**src/rtl/ps2_digit_receiver_pkg.sv**
```systemverilog
// Shared types, scan-code constants and digit decode for the PS/2 digit receiver.
// KEYPAD_DIGITS_EN: when defined, numeric-keypad make codes also decode as digits.
package ps2_digit_receiver_pkg;

  typedef enum logic [1:0] {IDLE, DATA, PARITY, STOP} rx_state_t;

  localparam logic [7:0] SC_BREAK = 8'hF0;
  localparam logic [7:0] SC_EXT   = 8'hE0;

  // Digit n lives in bits [n*8 +: 8]
  localparam logic [79:0] SC_DIGITS = {8'h46, 8'h3E, 8'h3D, 8'h36, 8'h2E,
                                       8'h25, 8'h26, 8'h1E, 8'h16, 8'h45};
`ifdef KEYPAD_DIGITS_EN
  localparam logic [79:0] SC_KEYPAD = {8'h7D, 8'h75, 8'h6C, 8'h74, 8'h73,
                                       8'h6B, 8'h7A, 8'h72, 8'h69, 8'h70};
`endif

  // Returns {hit, digit}
  function automatic logic [4:0] scan_to_digit(input logic [7:0] code);
    logic [4:0] result;
    result = '0;
    for (int i = 0; i < 10; i++) begin
      if (code == SC_DIGITS[i*8 +: 8]) result = {1'b1, 4'(i)};
`ifdef KEYPAD_DIGITS_EN
      if (code == SC_KEYPAD[i*8 +: 8]) result = {1'b1, 4'(i)};
`endif
    end
    return result;
  endfunction

endpackage

```
**src/rtl/ps2_frame_rx.sv**
```systemverilog
// PS/2 frame deserializer: input synchronizers, falling-edge detect, frame FSM, timeout.
// code_ok/code_err are strobes in the stop-edge (or timeout) cycle; the top registers them.
module ps2_frame_rx
  import ps2_digit_receiver_pkg::*;
#(
  parameter int TIMEOUT_CYCLES = 20000,
  parameter int SYNC_STAGES    = 2
) (
  input  logic       clk,
  input  logic       reset,
  input  logic       ps2_clk,
  input  logic       ps2_data,
  output logic [7:0] code,
  output logic       code_ok,
  output logic       code_err
);

  localparam int TW = $clog2(TIMEOUT_CYCLES + 1);
  localparam logic [TW-1:0] TO_LAST = TW'(TIMEOUT_CYCLES - 1);

  logic [SYNC_STAGES-1:0] clk_sync;
  logic [SYNC_STAGES-1:0] data_sync;
  logic                   clk_prev;
  rx_state_t              state;
  logic [2:0]             bit_cnt;
  logic [7:0]             shreg;
  logic                   parity;
  logic [TW-1:0]          to_cnt;

  logic fall;
  logic bit_in;
  logic timeout;
  logic frame_good;

  always_comb begin
    fall       = clk_prev & ~clk_sync[SYNC_STAGES-1];
    bit_in     = data_sync[SYNC_STAGES-1];
    timeout    = (state != IDLE) && !fall && (to_cnt == TO_LAST);
    frame_good = bit_in && ((^shreg) ^ parity);
    code       = shreg;
    code_ok    = fall && (state == STOP) && frame_good;
    code_err   = (fall && (state == IDLE) && bit_in) ||
                 (fall && (state == STOP) && !frame_good) ||
                 timeout;
  end

  always_ff @(posedge clk) begin
    if (reset) begin
      clk_sync  <= '1;
      data_sync <= '1;
      clk_prev  <= 1'b1;
      state     <= IDLE;
      bit_cnt   <= '0;
      shreg     <= '0;
      parity    <= 1'b0;
      to_cnt    <= '0;
    end else begin
      clk_sync  <= {clk_sync[SYNC_STAGES-2:0], ps2_clk};
      data_sync <= {data_sync[SYNC_STAGES-2:0], ps2_data};
      clk_prev  <= clk_sync[SYNC_STAGES-1];

      // Saturating idle counter; only an edge clears it
      if (fall)
        to_cnt <= '0;
      else if (state != IDLE && to_cnt != TO_LAST)
        to_cnt <= to_cnt + 1'b1;

      if (timeout) begin
        state <= IDLE;
      end else if (fall) begin
        case (state)
          IDLE: begin
            if (!bit_in) begin
              state   <= DATA;
              bit_cnt <= '0;
            end
          end
          DATA: begin
            shreg   <= {bit_in, shreg[7:1]};
            bit_cnt <= bit_cnt + 1'b1;
            if (bit_cnt == 3'd7) state <= PARITY;
          end
          PARITY: begin
            parity <= bit_in;
            state  <= STOP;
          end
          STOP:    state <= IDLE;
          default: state <= IDLE;
        endcase
      end
    end
  end

endmodule

```
**src/rtl/ps2_digit_receiver.sv**
```systemverilog
// PS/2 digit receiver top: break-code tracking, digit decode and registered output pulses.
// KEYPAD_DIGITS_EN: when defined, keypad make codes are accepted as digits too.
module ps2_digit_receiver
  import ps2_digit_receiver_pkg::*;
#(
  parameter int TIMEOUT_CYCLES = 20000,
  parameter int SYNC_STAGES    = 2
) (
  input  logic       clk,
  input  logic       reset,
  input  logic       ps2_clk,
  input  logic       ps2_data,
  output logic [3:0] key_digit,
  output logic       key_valid,
  output logic       frame_err,
  output logic       release_seen
);

  logic [7:0] code;
  logic       code_ok;
  logic       code_err;
  logic [4:0] decoded;
  logic       break_flag;

  ps2_frame_rx #(
    .TIMEOUT_CYCLES(TIMEOUT_CYCLES),
    .SYNC_STAGES   (SYNC_STAGES)
  ) u_frame_rx (
    .clk     (clk),
    .reset   (reset),
    .ps2_clk (ps2_clk),
    .ps2_data(ps2_data),
    .code    (code),
    .code_ok (code_ok),
    .code_err(code_err)
  );

  assign decoded = scan_to_digit(code);

  always_ff @(posedge clk) begin
    if (reset) begin
      key_digit    <= '0;
      key_valid    <= 1'b0;
      frame_err    <= 1'b0;
      release_seen <= 1'b0;
      break_flag   <= 1'b0;
    end else begin
      key_valid    <= 1'b0;
      frame_err    <= 1'b0;
      release_seen <= 1'b0;
      if (code_err) begin
        frame_err  <= 1'b1;
        break_flag <= 1'b0;
      end else if (code_ok) begin
        if (code == SC_BREAK) begin
          break_flag <= 1'b1;
        end else if (code != SC_EXT) begin
          // The code after F0 ends the break sequence whatever it is
          if (break_flag) begin
            break_flag   <= 1'b0;
            release_seen <= decoded[4];
          end else if (decoded[4]) begin
            key_digit <= decoded[3:0];
            key_valid <= 1'b1;
          end
        end
      end
    end
  end

endmodule

```
**config.mk**
```make
export PLATFORM = sky130hd
export DESIGN_NAME = ps2_digit_receiver
export DESIGN_NICKNAME = d
export VERILOG_FILES = /design/src/rtl/ps2_digit_receiver_pkg.sv /design/src/rtl/ps2_frame_rx.sv /design/src/rtl/ps2_digit_receiver.sv
export SDC_FILE = /design/constraint.sdc
export NUM_CORES = 1
export LEC_CHECK = 0
export CAP_MARGIN = 20
export CORE_ASPECT_RATIO = 1.2
export CORE_UTILIZATION = 46
export CTS_CLUSTER_SIZE = 24
export DETAILED_ROUTE_END_ITERATION = 16
export DONT_BUFFER_PORTS = 1
export GPL_TIMING_DRIVEN = 1
export SETUP_SLACK_MARGIN = 0.15
export SYNTH_ARGS = -nofsm -noshare
export SYNTH_HDL_FRONTEND = slang
export SYNTH_HIERARCHICAL = 1
export SYNTH_SLANG_ARGS = --single-unit
```
**constraint.sdc**
```tcl
create_clock -name clk -period 3.25 [get_ports clk]
set_input_delay 0.1625 -clock clk [delete_from_list [all_inputs] [get_ports clk]]
set_output_delay 0.1625 -clock clk [all_outputs]
set_load 0.005 [all_outputs]
```
==> impl_metrics.json <==
{
  "status": "complete, no violations",
  "drtPass1Iterations": 4,
  "clk_pin_slew_worst_paths_ns": 0.08,
  "cts_buffers": 5,
  "path_max_fanout": 8,
  "grt_max_degree": 22,
  "netlist_area_um2": 2240,
  "path_cells": "ha_1, nand4_2, or4_4, o32ai_1, nor3_1, o21ai_2, mux2i_1",
  "grt_antenna_before_repair": 0,
  "worstSetupEndpointType": "register",
  "tns_ns": 0,
  "multi_input_comb_area_um2": 1300,
  "clock_latency_ns": 0.29,
  "rrSetupSlack_ns": 0.73,
  "critical_path_arrival_ns": 2.75,
  "hold_path.class": "input pin to register",
  "grt_usage_pct": 17.8,
  "start_kind": "register",
  "drt-total-wl_um": 4000,
  "synth-seq-cells": 42,
  "antenna_left": 0,
  "grt_setup_unrepaired": "false",
  "syn_to_final_growth_pct": 6.98,
  "yosysMostFrequentCell": "dfxtp_1",
  "setup_viol": 0,
  "via_count": 1611,
  "grt.overflow.total": 0,
  "avgSynthCellArea_um2": 9.42,
  "antenna_cells": 0,
  "htreeDepth": 2,
  "endpoint": "key_digit[3]",
  "register_area_um2": 841,
  "drt_drc_violations_left": 0,
  "r2r_start": "u_frame_rx/to_cnt[0]",
  "required_ns": 3.48,
  "async_reset_ff_share_pct": 0,
  "post_cts_buffers": 0,
  "slew_violations": 0,
  "synth_fp_nets": 249,
  "synthTopCellsByArea": "dfxtp_1, mux2i_1, nor2_1, ha_1, xnor2_1",
  "drtIter0Drc": 77,
  "period_share_pct": 77.4,
  "die_x_um": 65.7,
  "worstHoldStart": "reset",
  "leakage_nw": 0.933,
  "r2r-end": "key_digit[3]",
  "nFillCells": 422,
  "cts.sinks": 42,
  "hold_slack_ns": 0.0414,
  "worst_pin_slew_ns": 0.744,
  "worstRegToRegCells": 7,
  "synth_flop_cell": "dfxtp_1",
  "slowest_delay_ns": 0.61,
  "viasPerCell": 5.42,
  "synth-seq-area-share_pct": 37.5,
  "initial_utilization_pct": 48.4,
  "routabilityCongestion": 0.782,
  "ys_types": 58,
  "root_buffer": "clkbuf_8",
  "synth_warnings": 6,
  "period_needed_ns": 2.52,
  "crit_start": "u_frame_rx/to_cnt[0]",
  "fmax_mhz": 397,
  "core_um2": 4630,
  "skew_ns": 0.00520,
  "irDropWorstVdd_uv": 253,
  "worstSetupPathType": "register to register",
  "synthCells": 238,
  "die_h_um": 78.5,
  "dieArea_um2": 5160,
  "cts_buffer_depth": 2,
  "cpMaxStageDelayCell": "or4_4",
  "cts_tree": "yes",
  "synth_edf_count": 0,
  "setup_ws_ns": 0.733,
  "max_cap_violations": 0,
  "synth_top_area_share_pct": 37.5,
  "num_rows": 27,
  "synthTopCellsByCount": "dfxtp_1, nor2_1, mux2i_1",
  "fin_nets": 249,
  "p_per_area_nw_per_um2": 394,
  "io_pins": 11,
  "grt_pass1_wl_um": 7250,
  "drive_above_1_share_pct": 13.4,
  "yosys.area.top_type": "dfxtp_1",
  "hold_viol": 0,
  "pre_cts_ws_ns": 0.722,
  "first_global_vias": 1643,
  "io_buffers": 0,
  "hpwl_um": 2740,
  "maxSlewHeadroom_pct": 50.2,
  "wl_per_cell_um": 13.5
}
layout make-up:
type / count / area share [%]
Multi-Input combinational cell: 176 / 54.3
Sequential cell: 42 / 35.1
Tap cell: 58 / 3.03
Clock buffer: 5 / 2.87
Timing Repair Buffer: 5 / 1.88
Clock inverter: 3 / 1.67
Inverter: 8 / 1.25
sequential cells by signal (all words and copies together) (netlist names):
register              cells
u_frame_rx/to_cnt        15
u_frame_rx/code           8
key_digit                 4
u_frame_rx/bit_cnt        3
u_frame_rx/clk_sync       2
u_frame_rx/data_sync      2
u_frame_rx/state          2
break_flag                1
frame_err                 1
key_valid                 1
release_seen              1
u_frame_rx/clk_prev       1
u_frame_rx/parity         1
what timing repair did:
item | 4_1_cts | 5_1_grt
gates resized for setup | 0 | 0
hold endpoints to repair | 21 | 0
hold buffers | 3 | 0
critical path: cells and delay by family (launching register included):
kind | cells | cell delay [ns]
adder cells (fa/ha/maj) | 1 | 0.22
AO/OA/AOI/OAI | 2 | 0.63
multiplexers | 1 | 0.20
AND/OR/NAND/NOR | 3 | 1.03
flip-flops | 1 | 0.38
report_power, final:
group          total, mW  internal [mW]  switching [mW]
Sequential         0.519          0.517         0.00186
Combinational     0.0248         0.0104          0.0144
Clock              0.402          0.226           0.176
per-stage QoR:
step | area (µm²) | std cells | util [%] | power (mW)
2_1_floorplan | 2240 | 238 | - | 0.550
3_5_place_dp | 2260 | 286 | 48.8 | 0.550
6_report | 2400 | 297 | 51.8 | 0.946
4_1_cts | 2400 | 297 | 51.8 | 0.965
5_1_grt | 2400 | 297 | 51.8 | 0.988
3_3_place_gp | 2260 | 286 | 48.8 | 0.550
placed cells by master (no fill, tap or decap), drive strengths merged, types with 4 or more instances in the layout:
cell     n
nor2    25
nand2b  10
mux2i   17
ha       7
o21ai    7
dfxtp   42
nand2   12
nor4     4
a21oi   12
nand3    7
xnor2    7
or2      6
xor2     4
inv      8
nor3     4
clkbuf   5
or3      6
or3b     4
cells by family (layout without fill, tap and decap cells):
logic type / after synthesis / in the layout / synth area share (%)
AND/OR/NAND/NOR: 101 / 101 / 27.1
flip-flops: 42 / 42 / 37.5
AO/OA/AOI/OAI: 37 / 37 / 12.6
buffers and inverters: 20 / 21 / 4.46
multiplexers: 18 / 18 / 8.09
XOR/XNOR: 13 / 13 / 6.31
adder cells (fa/ha/maj): 7 / 7 / 3.91
per-layer routing:
layer	up-vias	global-route usage, %	wire, µm
met5	-	0	0
met4	0	7.61	72
met3	7	4.36	93
met2	13	28.2	1830
met1	743	22.6	2000
li1	848	-	-
worst min-delay path by stage:
stage | endpoint | cells after the start
2_1_floorplan | u_frame_rx/clk_sync[0] | 1
3_3_place_gp | u_frame_rx/code[6] | 1
3_5_place_dp | u_frame_rx/bit_cnt[0] | 1
4_1_cts | release_seen | 2
5_1_grt | key_digit[1] | 2
6_report | release_seen | 2
(Power assumes the default switching activity.)
